<file path="src/rtl/if_prefetch_unit.sv">
// Instruction-fetch front end: owns the PC, fetches over an abortable
// req/ack handshake, and buffers {PC+4, instruction} pairs in a small FIFO
// that feeds the IF/ID pipeline register.
module if_prefetch_unit #(
    parameter int          DEPTH    = 2,
    parameter logic [31:0] RESET_PC = 32'h0000_0000
) (
    input  logic        CLK,
    input  logic        RST,
    input  logic        freeze,
    input  logic        Branch_Taken,
    input  logic [31:0] Branch_Address,
    output logic        IM_Req,
    output logic [31:0] IM_Addr,
    input  logic        IM_Ack,
    input  logic [31:0] IM_Data,
    output logic [31:0] PC_Out,
    output logic [31:0] Instruction_Out,
    output logic        Valid
);

    localparam int AW = (DEPTH > 1) ? $clog2(DEPTH) : 1;
    localparam int CW = AW + 1;
    localparam logic [CW-1:0] FULL_CNT = CW'(DEPTH);

    logic [31:0]   pc_q, pc_d;
    logic [AW-1:0] rd_ptr_q, rd_ptr_d;
    logic [AW-1:0] wr_ptr_q, wr_ptr_d;
    logic [CW-1:0] count_q, count_d;
    logic [31:0]   fifo_pc4_q   [DEPTH];
    logic [31:0]   fifo_pc4_d   [DEPTH];
    logic [31:0]   fifo_instr_q [DEPTH];
    logic [31:0]   fifo_instr_d [DEPTH];

    logic          valid_s;
    logic          req_s;
    logic          push_s;
    logic          pop_s;
    logic [31:0]   pc_plus4_s;

    // Handshake and FIFO control decoded from registered state plus the redirect pulse.
    always_comb begin
        valid_s    = (count_q != {CW{1'b0}});
        req_s      = RST && !Branch_Taken && (count_q < FULL_CNT);
        push_s     = req_s && IM_Ack;
        pop_s      = valid_s && !freeze && !Branch_Taken;
        pc_plus4_s = pc_q + 32'd4;
    end

    // Next-state for PC, pointers, count and FIFO storage; redirect overrides everything.
    always_comb begin
        pc_d         = pc_q;
        rd_ptr_d     = rd_ptr_q;
        wr_ptr_d     = wr_ptr_q;
        count_d      = count_q;
        fifo_pc4_d   = fifo_pc4_q;
        fifo_instr_d = fifo_instr_q;
        if (Branch_Taken) begin
            pc_d     = Branch_Address;
            rd_ptr_d = {AW{1'b0}};
            wr_ptr_d = {AW{1'b0}};
            count_d  = {CW{1'b0}};
        end else begin
            if (push_s) begin
                fifo_pc4_d[wr_ptr_q]   = pc_plus4_s;
                fifo_instr_d[wr_ptr_q] = IM_Data;
                wr_ptr_d               = wr_ptr_q + {{(AW-1){1'b0}}, 1'b1};
                pc_d                   = pc_plus4_s;
            end else begin
                wr_ptr_d = wr_ptr_q;
            end
            if (pop_s) begin
                rd_ptr_d = rd_ptr_q + {{(AW-1){1'b0}}, 1'b1};
            end else begin
                rd_ptr_d = rd_ptr_q;
            end
            count_d = count_q + {{(CW-1){1'b0}}, push_s} - {{(CW-1){1'b0}}, pop_s};
        end
    end

    // State register with synchronous active-low reset; reset flushes the FIFO.
    always_ff @(posedge CLK) begin
        if (!RST) begin
            pc_q     <= RESET_PC;
            rd_ptr_q <= {AW{1'b0}};
            wr_ptr_q <= {AW{1'b0}};
            count_q  <= {CW{1'b0}};
            for (int i = 0; i < DEPTH; i++) begin
                fifo_pc4_q[i]   <= 32'h0000_0000;
                fifo_instr_q[i] <= 32'h0000_0000;
            end
        end else begin
            pc_q         <= pc_d;
            rd_ptr_q     <= rd_ptr_d;
            wr_ptr_q     <= wr_ptr_d;
            count_q      <= count_d;
            fifo_pc4_q   <= fifo_pc4_d;
            fifo_instr_q <= fifo_instr_d;
        end
    end

    // Output drive: an empty FIFO presents an all-zero null instruction.
    always_comb begin
        IM_Req  = req_s;
        IM_Addr = pc_q;
        Valid   = valid_s;
        if (valid_s) begin
            PC_Out          = fifo_pc4_q[rd_ptr_q];
            Instruction_Out = fifo_instr_q[rd_ptr_q];
        end else begin
            PC_Out          = 32'h0000_0000;
            Instruction_Out = 32'h0000_0000;
        end
    end

endmodule

</file>
<file path="config.mk">
export PLATFORM = sky130hd
export DESIGN_NAME = if_prefetch_unit
export DESIGN_NICKNAME = d
export VERILOG_FILES = /design/src/rtl/if_prefetch_unit.sv
export SDC_FILE = /design/constraint.sdc
export NUM_CORES = 1
export LEC_CHECK = 0
export BUFFER_PORTS_ARGS = -buffer_cell sky130_fd_sc_hd__buf_4
export CAP_MARGIN = 20
export CORE_MARGIN = 2
export CORE_UTILIZATION = 59
export CTS_CLUSTER_SIZE = 25
export DETAILED_ROUTE_END_ITERATION = 8
export HOLD_SLACK_MARGIN = 0.1
export PLACE_DENSITY = 0.92
export SYNTH_ARGS = -nofsm -noshare
export SYNTH_HDL_FRONTEND = slang
export SYNTH_SLANG_ARGS = --single-unit
</file>
<file path="constraint.sdc">
create_clock -name CLK -period 6.1 [get_ports CLK]
set_input_delay 0.305 -clock CLK [delete_from_list [all_inputs] [get_ports CLK]]
set_output_delay 0.305 -clock CLK [all_outputs]
set_load 0.1 [all_outputs]
</file>
### After elaboration in Yosys (flattened, before gate mapping)

Cells that the tools add are included.

* memory bits (read-only): 0
* bits in latches: 0
* RAM bits: 0
* register bits: 164
* memories kept: 0
* bits of input ports: 69
* logic and storage cells: 47

* $lt $le $gt $ge: 4
* mux-type cells: 14
* bitwise operators: 4
* div/mod/pow operators: 0
* reductions and logical operators: 12
* equality and inequality tests: 0
* shift operators: 0
* $add $sub $neg: 5
* multiply operators: 0

Operator list (number)
* two-way mux 32 bit: 11
* bitwise mux 64 bit: 2
* adder 32 x 3 -> 32 bit, second input constant: 1
* demux 32 bit (select 1 bit): 1
* logical AND 1 bit: 6
* >= comparator 2 bit, second input constant: 2
* inverter 1 -> 2 bit: 2
* nonzero test 2 bit: 2
* adder 1 bit, second input constant: 2
* adder 2 x 1 -> 2 bit: 1
* zero test 1 bit: 2
* less-than comparator 2 x 1 -> 1 bit, second input constant: 1
* less-than comparator 2 bit, second input constant: 1
* inverter 1 bit: 2
* AND reduction 2 bit: 1
* OR reduction 2 bit: 1
* subtractor 2 x 1 -> 2 bit: 1

### Logic depth before layout (Yosys ltp)

Gate-level depths: netlist of run 1.

* depth in word-level cells: 6
* gate-level depth with buffers: 7
* mapped depth without buffers: 6

### Worst setup path after synthesis of run 1

OpenSTA, ideal clock, no wires.

* kind: flip-flop to flip-flop
* from: reg pc_q[2], in the netlist IM_Addr[2]
* to: reg fifo_pc4_q[28] (netlist name)
* buffers on the path: 1
* setup slack: 3120 ps
* required time: 6025 ps
* stages on the path, launching flop included: 7
* arrival: 2906 ps
* setup time: 75 ps
* path through: dfxtp_1 ha_1 nand3_4 or4_1 buf_2 or4b_4 a31oi_1

* word-level cells in the longest chain between the ends: 2

Ends and longest elaborated chain
* start: declaration: RTL line 26 `logic [31:0] pc_q, pc_d;`
* start signal: assignment: RTL line 93 `pc_q <= pc_d;`
* adder 32 x 3 -> 32 bit: RTL line 47 `pc_plus4_s = pc_q + 32'd4;`
* bitwise mux 64 bit: RTL line 65 `fifo_pc4_d[wr_ptr_q] = pc_plus4_s;`
* end signal: assignment: RTL line 97 `fifo_pc4_q <= fifo_pc4_d;`
* end: declaration: RTL line 30 `logic [31:0] fifo_pc4_q [DEPTH];`

Every way passes these cells.
A chain may end at the register's enable or synchronous reset.

### Final worst setup path of run 1

* from: reg count_q[1]
* to: out PC_Out[23]

* word-level cells in the longest chain between the ends: 2

Ends and longest elaborated chain
* start: declaration: RTL line 29 `logic [CW-1:0] count_q, count_d;`
* start signal: assignment: RTL line 87 `count_q <= {CW{1'b0}};`
* start signal: assignment: RTL line 96 `count_q <= count_d;`
* nonzero test 2 bit: RTL line 43 `valid_s = (count_q != {CW{1'b0}});`
* two-way mux 32 bit: RTL line 107 `if (valid_s) begin`
* end: declaration: RTL line 17 `output logic [31:0] PC_Out,`

Every way passes these cells.

==> results of run 1 <==
area by class of cell:
type,instances,area (sq um)
Clock inverter,10,122.6
Timing Repair Buffer,177,1349
Tap cell,172,215.2
Sequential cell,164,3287
Fill cell,906,3144
Inverter,4,15.01
Multi-Input combinational cell,725,4119
Clock buffer,21,470.5
kinds of logic after synthesis:
| family | count (synthesis) |
|---|---|
| AO/OA/AOI/OAI | 252 |
| XOR/XNOR | 26 |
| adder cells (fa/ha/maj) | 2 |
| buffers and inverters | 94 |
| flip-flops | 164 |
| multiplexers | 67 |
| AND/OR/NAND/NOR | 378 |
sequential cells by signal (all words and copies together) (netlist names):
register and cells:
IM_Addr 32, count_q 2, fifo_instr_q 64, fifo_pc4_q 64, rd_ptr_q 1, wr_ptr_q 1
placed cells by master (no fill, tap or decap), drive strengths merged, types with 7 or more instances in the layout:
cell type,netlist,routed
buf,22,176
nand2,164,164
dfxtp,164,164
a21oi,100,100
nor2,100,100
o21ai,84,84
mux2i,67,67
a31oi,27,27
a211oi,23,23
clkbuf,68,22
xnor2,18,18
nor3,17,17
or3,15,15
nand4,14,14
and4,12,12
nor4,11,11
nand3,11,11
or4,9,9
xor2,8,8
a311oi,7,7
inv,4,7
worst min-delay path, stage by stage:
cell     delay, ns
buf_4         0.08
mux2i_1       0.05
nor2_1        0.07
layer usage:
layer  global-route usage  share of wire  vias up
met2               0.4964           0.48      449
met4               0.1205          0.030        0
met5                    0              0        -
met3              0.06757          0.086       70
li1                     -              -     3683
met1               0.4031           0.41     3630
power by group through the flow:
| stage | clock network [W] | logic (W) | registers, W |
|---|---|---|---|
| floorplan | 0 | 0.000143 | 0.00125 |
| global placement | 0 | 0.000316 | 0.00117 |
| detailed placement | 0 | 0.000321 | 0.00118 |
| CTS | 0.00108 | 0.000324 | 0.00115 |
| global route | 0.00112 | 0.000347 | 0.00116 |
| finish | 0.00108 | 0.000327 | 0.00116 |
metrics by stage:
step	std cells	hold WS, ns	utilization	total power, W
2_1_floorplan	983	0.4357	-	0.001398
3_3_place_gp	1240	0.4412	0.7035	0.001491
3_5_place_dp	1240	0.4458	0.7035	0.001497
4_1_cts	1271	0.1045	0.7501	0.002555
5_1_grt	1273	0.1224	0.7529	0.002623
6_report	1273	0.1092	0.7529	0.002559
worst min path at each step:
stage                      startpoint                to  slack, ns  depth (start not counted)
finish              Branch_Address[4]        IM_Addr[4]       0.11                          3
global route        Branch_Address[1]        IM_Addr[1]       0.12                          3
CTS                 Branch_Address[4]        IM_Addr[4]       0.10                          3
detailed placement   fifo_instr_q[54]  fifo_instr_q[54]       0.45                          2
global placement     fifo_instr_q[26]  fifo_instr_q[26]       0.44                          2
floorplan            fifo_instr_q[32]  fifo_instr_q[32]       0.44                          2
==> flow_summary.toml, run 1 <==
[route]
via_count = 7832
drtIter0Drc = 925
routedWlPerCell_um = 17.32
avgViaCountPerCell = 6.152
drc = 0
final_antenna_net_count = 0
routed_wl_um = 22050
drt_pass1_iterations = 7

[global_routing]
grt_usage = 0.3084
overflow = 0
grt_pass1_vias = 7135
grt_max_degree = 77
grt_antenna_before_repair = 0
grt_pass1_wl_um = 35450

[die]
dieArea_sq_mm = 0.01411
pin_count = 167
dieWidth_um = 118.8
rows = 41
die_h_um = 118.8
start_util = 0.6108
core-area_sq_mm = 0.01272

[setup_path]
crit_slowest_cell = "nor2_4"
cp_top_family = "simple AND/OR/NAND/NOR gates"
cp.depth = 4
r2r-end = "fifo_pc4_q[60]"
reg2reg_depth = 5
startpoint = "count_q[1]"
endpoint = "PC_Out[23]"
rrSetupSlack_ns = 3.50
crit_arrival_ns = 2.41
crit_path_end_kind = "output pin"
crit_chain = "nor2_4 > buf_4 > nor2_1 > buf_4"
crit_type = "flip-flop to output pin"
rr_startpoint = "IM_Addr[2]"
worstPathRequired_ns = 5.79
max_stage_delay_ns = 0.63
worst-path-max-fanout = 38
crit_buf_inv = 2
cp_common_cell = "buf_4"
start_kind = "flip-flop"

[clock_tree]
cts_sinks = 164
cts_tree = "yes"
tritoncts.num_buffers = 17
postCtsResizedCells = 0
cts-htree-levels = 4
cts_setup_buffers = 0
clockRootBuffer = "clkbuf_16"
cts_buffer_depth = 2
clock_latency_ns = 0.43
cts_hold_buf = 0
path_clk_slew_ns = 0.06

[timing]
hold_violations = 0
maxSlewHeadroom = 0.3326
rsz0062_at_grt = "no"
finalCritPeriodShare = 0.4447
fmaxAchievable_mhz = 368.6
maxSlewViolCount = 0
worst_slew_pin_slew_ns = 0.9928
fin_skew_ns = 0.006179
tns_ns = 0
setup_ws_ns = 3.387
setup_viol = 0
fin_crit_ns = 2.713

[power]
powerDensity_mw_per_mm2 = 267.2
irDropWorstVdd_mv = 0.1819
p_sw_w = 0.0007187
p_int_w = 0.001840
clkPwrFrac = 0.421
p_sw_frac = 0.2808
power.share.sequential = 0.451
combPwrFrac = 0.128
leakage_nw = 3.334

[synth]
ys_async_sr_fraction = 0
yosysTopAreaCellShare = 0.4225
synthAdderAreaFrac = 0.003220
synthesis.area_sq_mm = 0.007771
synthMuxAreaShare = 0.08630
synth_common_cells = "dfxtp_1, nand2_1, a21oi_1, nor2_1, o21ai_0"
synth-xor-area-share = 0.02930
synth_edf_count = 0
yosys.area_share.simple = 0.2280
netlist-cell-type-count = 47
yosysWarnings = 0
synth_nets = 1054
ys_seq_elements = 164
synth_top_family_by_area = "simple AND/OR/NAND/NOR gates"
synth_compound_area_frac = 0.1815
syn_area_per_cell_sq_um = 7.906
synth_area_leaders = "dfxtp_1, mux2i_1, nand2_1"
ys_seq_area_frac = 0.4225
syn_inst = 983
synth_area_leader_cell = "dfxtp_1"
synth_ff_type = "dfxtp_1"

[layout]
synthToLayoutAreaGrowth_pct = 23.25
final_area_sq_mm = 0.009578
finalNetCount = 1160
drive_above_1_share = 0.2007
num_antenna_cells = 0

[placement]
gp_congestion = 0.9411
io_buffers = 166
place_area_sq_mm = 0.008950
pre_cts_slack_ns = 3.483
hpwl_um = 13910

[job]
maxCapViolCount = 0

[worst_hold_path]
hold_class = "primary input to flip-flop"

[run_status]
outcome = "finished, final reports clean"
Note: power is estimated with default switching activity, not from simulation.
==> inputs of run 2 (changes only) <==
--- a/config.mk
+++ b/config.mk
@@ -8,11 +8,11 @@
 export BUFFER_PORTS_ARGS = -buffer_cell sky130_fd_sc_hd__buf_4
 export CAP_MARGIN = 20
 export CORE_MARGIN = 2
-export CORE_UTILIZATION = 59
+export CORE_UTILIZATION = 55
 export CTS_CLUSTER_SIZE = 25
 export DETAILED_ROUTE_END_ITERATION = 8
 export HOLD_SLACK_MARGIN = 0.1
-export PLACE_DENSITY = 0.92
+export PLACE_DENSITY = 0.87
 export SYNTH_ARGS = -nofsm -noshare
 export SYNTH_HDL_FRONTEND = slang
 export SYNTH_SLANG_ARGS = --single-unit
==> constraint.sdc (replaced) <==
create_clock -name CLK -period 2.7 [get_ports CLK]
set_input_delay 0.135 -clock CLK [delete_from_list [all_inputs] [get_ports CLK]]
set_output_delay 0.135 -clock CLK [all_outputs]
set_load 0.1 [all_outputs]
==> run 2 against run 1 <==
Non-clock buffer count is 73 higher. Largest power group unchanged. Critical path type unchanged. Combinational power rose to 2.6 times the previous value. Clock power rose by 120%. Sequential cell count did not move. Wire length grew 6.4%. Power is 130% higher. Sequential share of layout area shrank 2.3 points. Critical endpoint is now Instruction_Out[3]. Via count is 1.9% higher. Cell area rose by 7.7%. Worst hold slack gained 0.057 ns. Die area rose by 7.0%. Sequential power up 130%.
==> flow_summary.toml, run 2 (synthesis gave the netlist of run 1 again) <==
[layout]
num_antenna_cells = 0
fin_cells = 1353
drive_above_1_share = 0.1986
finalNetCount = 1233
final_core_util = 0.7458
final_common_cell = "buf_4"
layout_common_cells = "buf_4, nand2_1, dfxtp_1"
synthToLayoutAreaGrowth_pct = 32.70

[die]
dieWidth_um = 122.9
dieArea_sq_mm = 0.01510
core-area_sq_mm = 0.01383
pin_count = 167
die_h_um = 122.9
start_util = 0.5620
rows = 43

[worst_hold_path]
min_from = "IM_Ack"
hold_depth = 5
hold_class = "primary input to flip-flop"
min_to = "IM_Addr[25]"

[power]
powerDensity_mw_per_mm2 = 562.1
p_sw_w = 0.001597
finalPower_w = 0.005797
clkPwrFrac = 0.406
irDropWorstVdd_mv = 0.4808
combPwrFrac = 0.144
p_int_w = 0.004200
leakage_nw = 3.644
p_sw_frac = 0.2755
power.share.sequential = 0.450

[setup_path]
worst-path-max-fanout = 40
crit_chain = "nor2_4 > buf_4 > nor2_1 > buf_4"
cp.depth = 4
cp_common_cell = "buf_4"
startpoint = "count_q[1]"
crit_path_end_kind = "output pin"
max_stage_delay_ns = 0.60
crit_slowest_cell = "nor2_4"
reg2reg_depth = 5
crit_arrival_ns = 2.41
rr_startpoint = "IM_Addr[2]"
rrSetupSlack_ns = 0.21
cp_top_family = "buffers and inverters"
r2r-end = "fifo_pc4_q[60]"
crit_buf_inv = 2
start_kind = "flip-flop"
worstPathRequired_ns = 2.57
crit_type = "flip-flop to output pin"

[global_routing]
grt_max_degree = 70
grt_usage = 0.3106
overflow = 0
grt_pass1_wl_um = 36790
grt_antenna_before_repair = 0
grt_pass1_vias = 7535

[route]
drc = 0
routed_wl_um = 23460
final_antenna_net_count = 0
via_count = 7978
routedWlPerCell_um = 17.34
avgViaCountPerCell = 5.897
drtIter0Drc = 895
drt_pass1_iterations = 5

[timing]
hold_violations = 0
fin_skew_ns = 0.01304
rsz0062_at_grt = "no"
fmaxAchievable_mhz = 393.1
tns_ns = 0
maxSlewViolCount = 0
worst_slew_pin_slew_ns = 0.7420
finalCritPeriodShare = 0.9423
setup_viol = 0
fin_crit_ns = 2.544
maxSlewHeadroom = 0.5007

[clock_tree]
cts_sinks = 164
tritoncts.num_buffers = 17
clock_latency_ns = 0.43
cts_buffer_depth = 2
cts_setup_buffers = 0
clockRootBuffer = "clkbuf_16"
path_clk_slew_ns = 0.06
cts-htree-levels = 4
cts_tree = "yes"

[job]
maxCapViolCount = 0

[placement]
hpwl_um = 14270
place_inst = 1259
io_buffers = 166
gp_congestion = 0.8881

[run_status]
outcome = "finished, final reports clean"
==> run 2: cell types whose count changed in the layout (fill, tap and decap cells not counted), sizes merged <==
cell,delta
clkinvlp,-2
clkinv,+2
inv,-3
clkbuf,+1
buf,+10
dlygate4sd3,+64
==> run 2: how the worst max path moves through the flow <==
stage | end | slack (ns)
4_1_cts | Instruction_Out[6] | 0.20
2_1_floorplan | Instruction_Out[0] | 0.001
3_5_place_dp | fifo_pc4_q[60] | 0.27
6_report | Instruction_Out[3] | 0.16
5_1_grt | Instruction_Out[3] | 0.04
3_3_place_gp | fifo_pc4_q[60] | 0.33
==> run 2: routing by layer <==
layer | global-route usage | up-vias | wire, um
li1 | - | 3815 | -
met5 | 0 | - | 0
met3 | 0.06180 | 61 | 1803
met1 | 0.3877 | 3710 | 9671
met2 | 0.5131 | 392 | 11300
met4 | 0.1487 | 0 | 690
==> run 2: layout make-up <==
class | instances | area [sq um]
multi-input combinational | 725 | 4119
fill | 953 | 3515
sequential | 164 | 3297
timing repair buffer | 250 | 2087
clock buffer | 23 | 469.2
tap | 180 | 225.2
clock inverter | 7 | 100.1
inverter | 4 | 15.01
==> run 2: worst reg2reg max path, cell delays in order, from the launching register on <==
cell	delay (ns)
dfxtp_2	0.39
ha_1	0.32
nand3_4	0.16
or4_1	0.76
or4b_4	0.59
a31oi_1	0.18
==> run 2: power by group through the flow <==
stage	registers [W]	logic, W	clock network [W]
floorplan	0.00284	0.000324	0
global placement	0.00265	0.000734	0
detailed placement	0.00265	0.000743	0
CTS	0.00260	0.000821	0.00238
global route	0.00262	0.000883	0.00245
finish	0.00261	0.000837	0.00235
==> run 2: per-stage QoR <==
stage	hold slack (ns)	instance area, sq um	setup slack, ns
5_1_grt	0.1636	10310	0.03526
2_1_floorplan	0.2710	7781	0.001098
3_3_place_gp	0.3660	9102	0.3302
3_5_place_dp	0.3820	9102	0.2714
4_1_cts	0.1211	10310	0.2024
6_report	0.1660	10310	0.1558
==> run 2: timing repair <==
item	CTS	global route
hold endpoints to repair	96	0
gates resized for setup	0	0
hold buffers	64	0
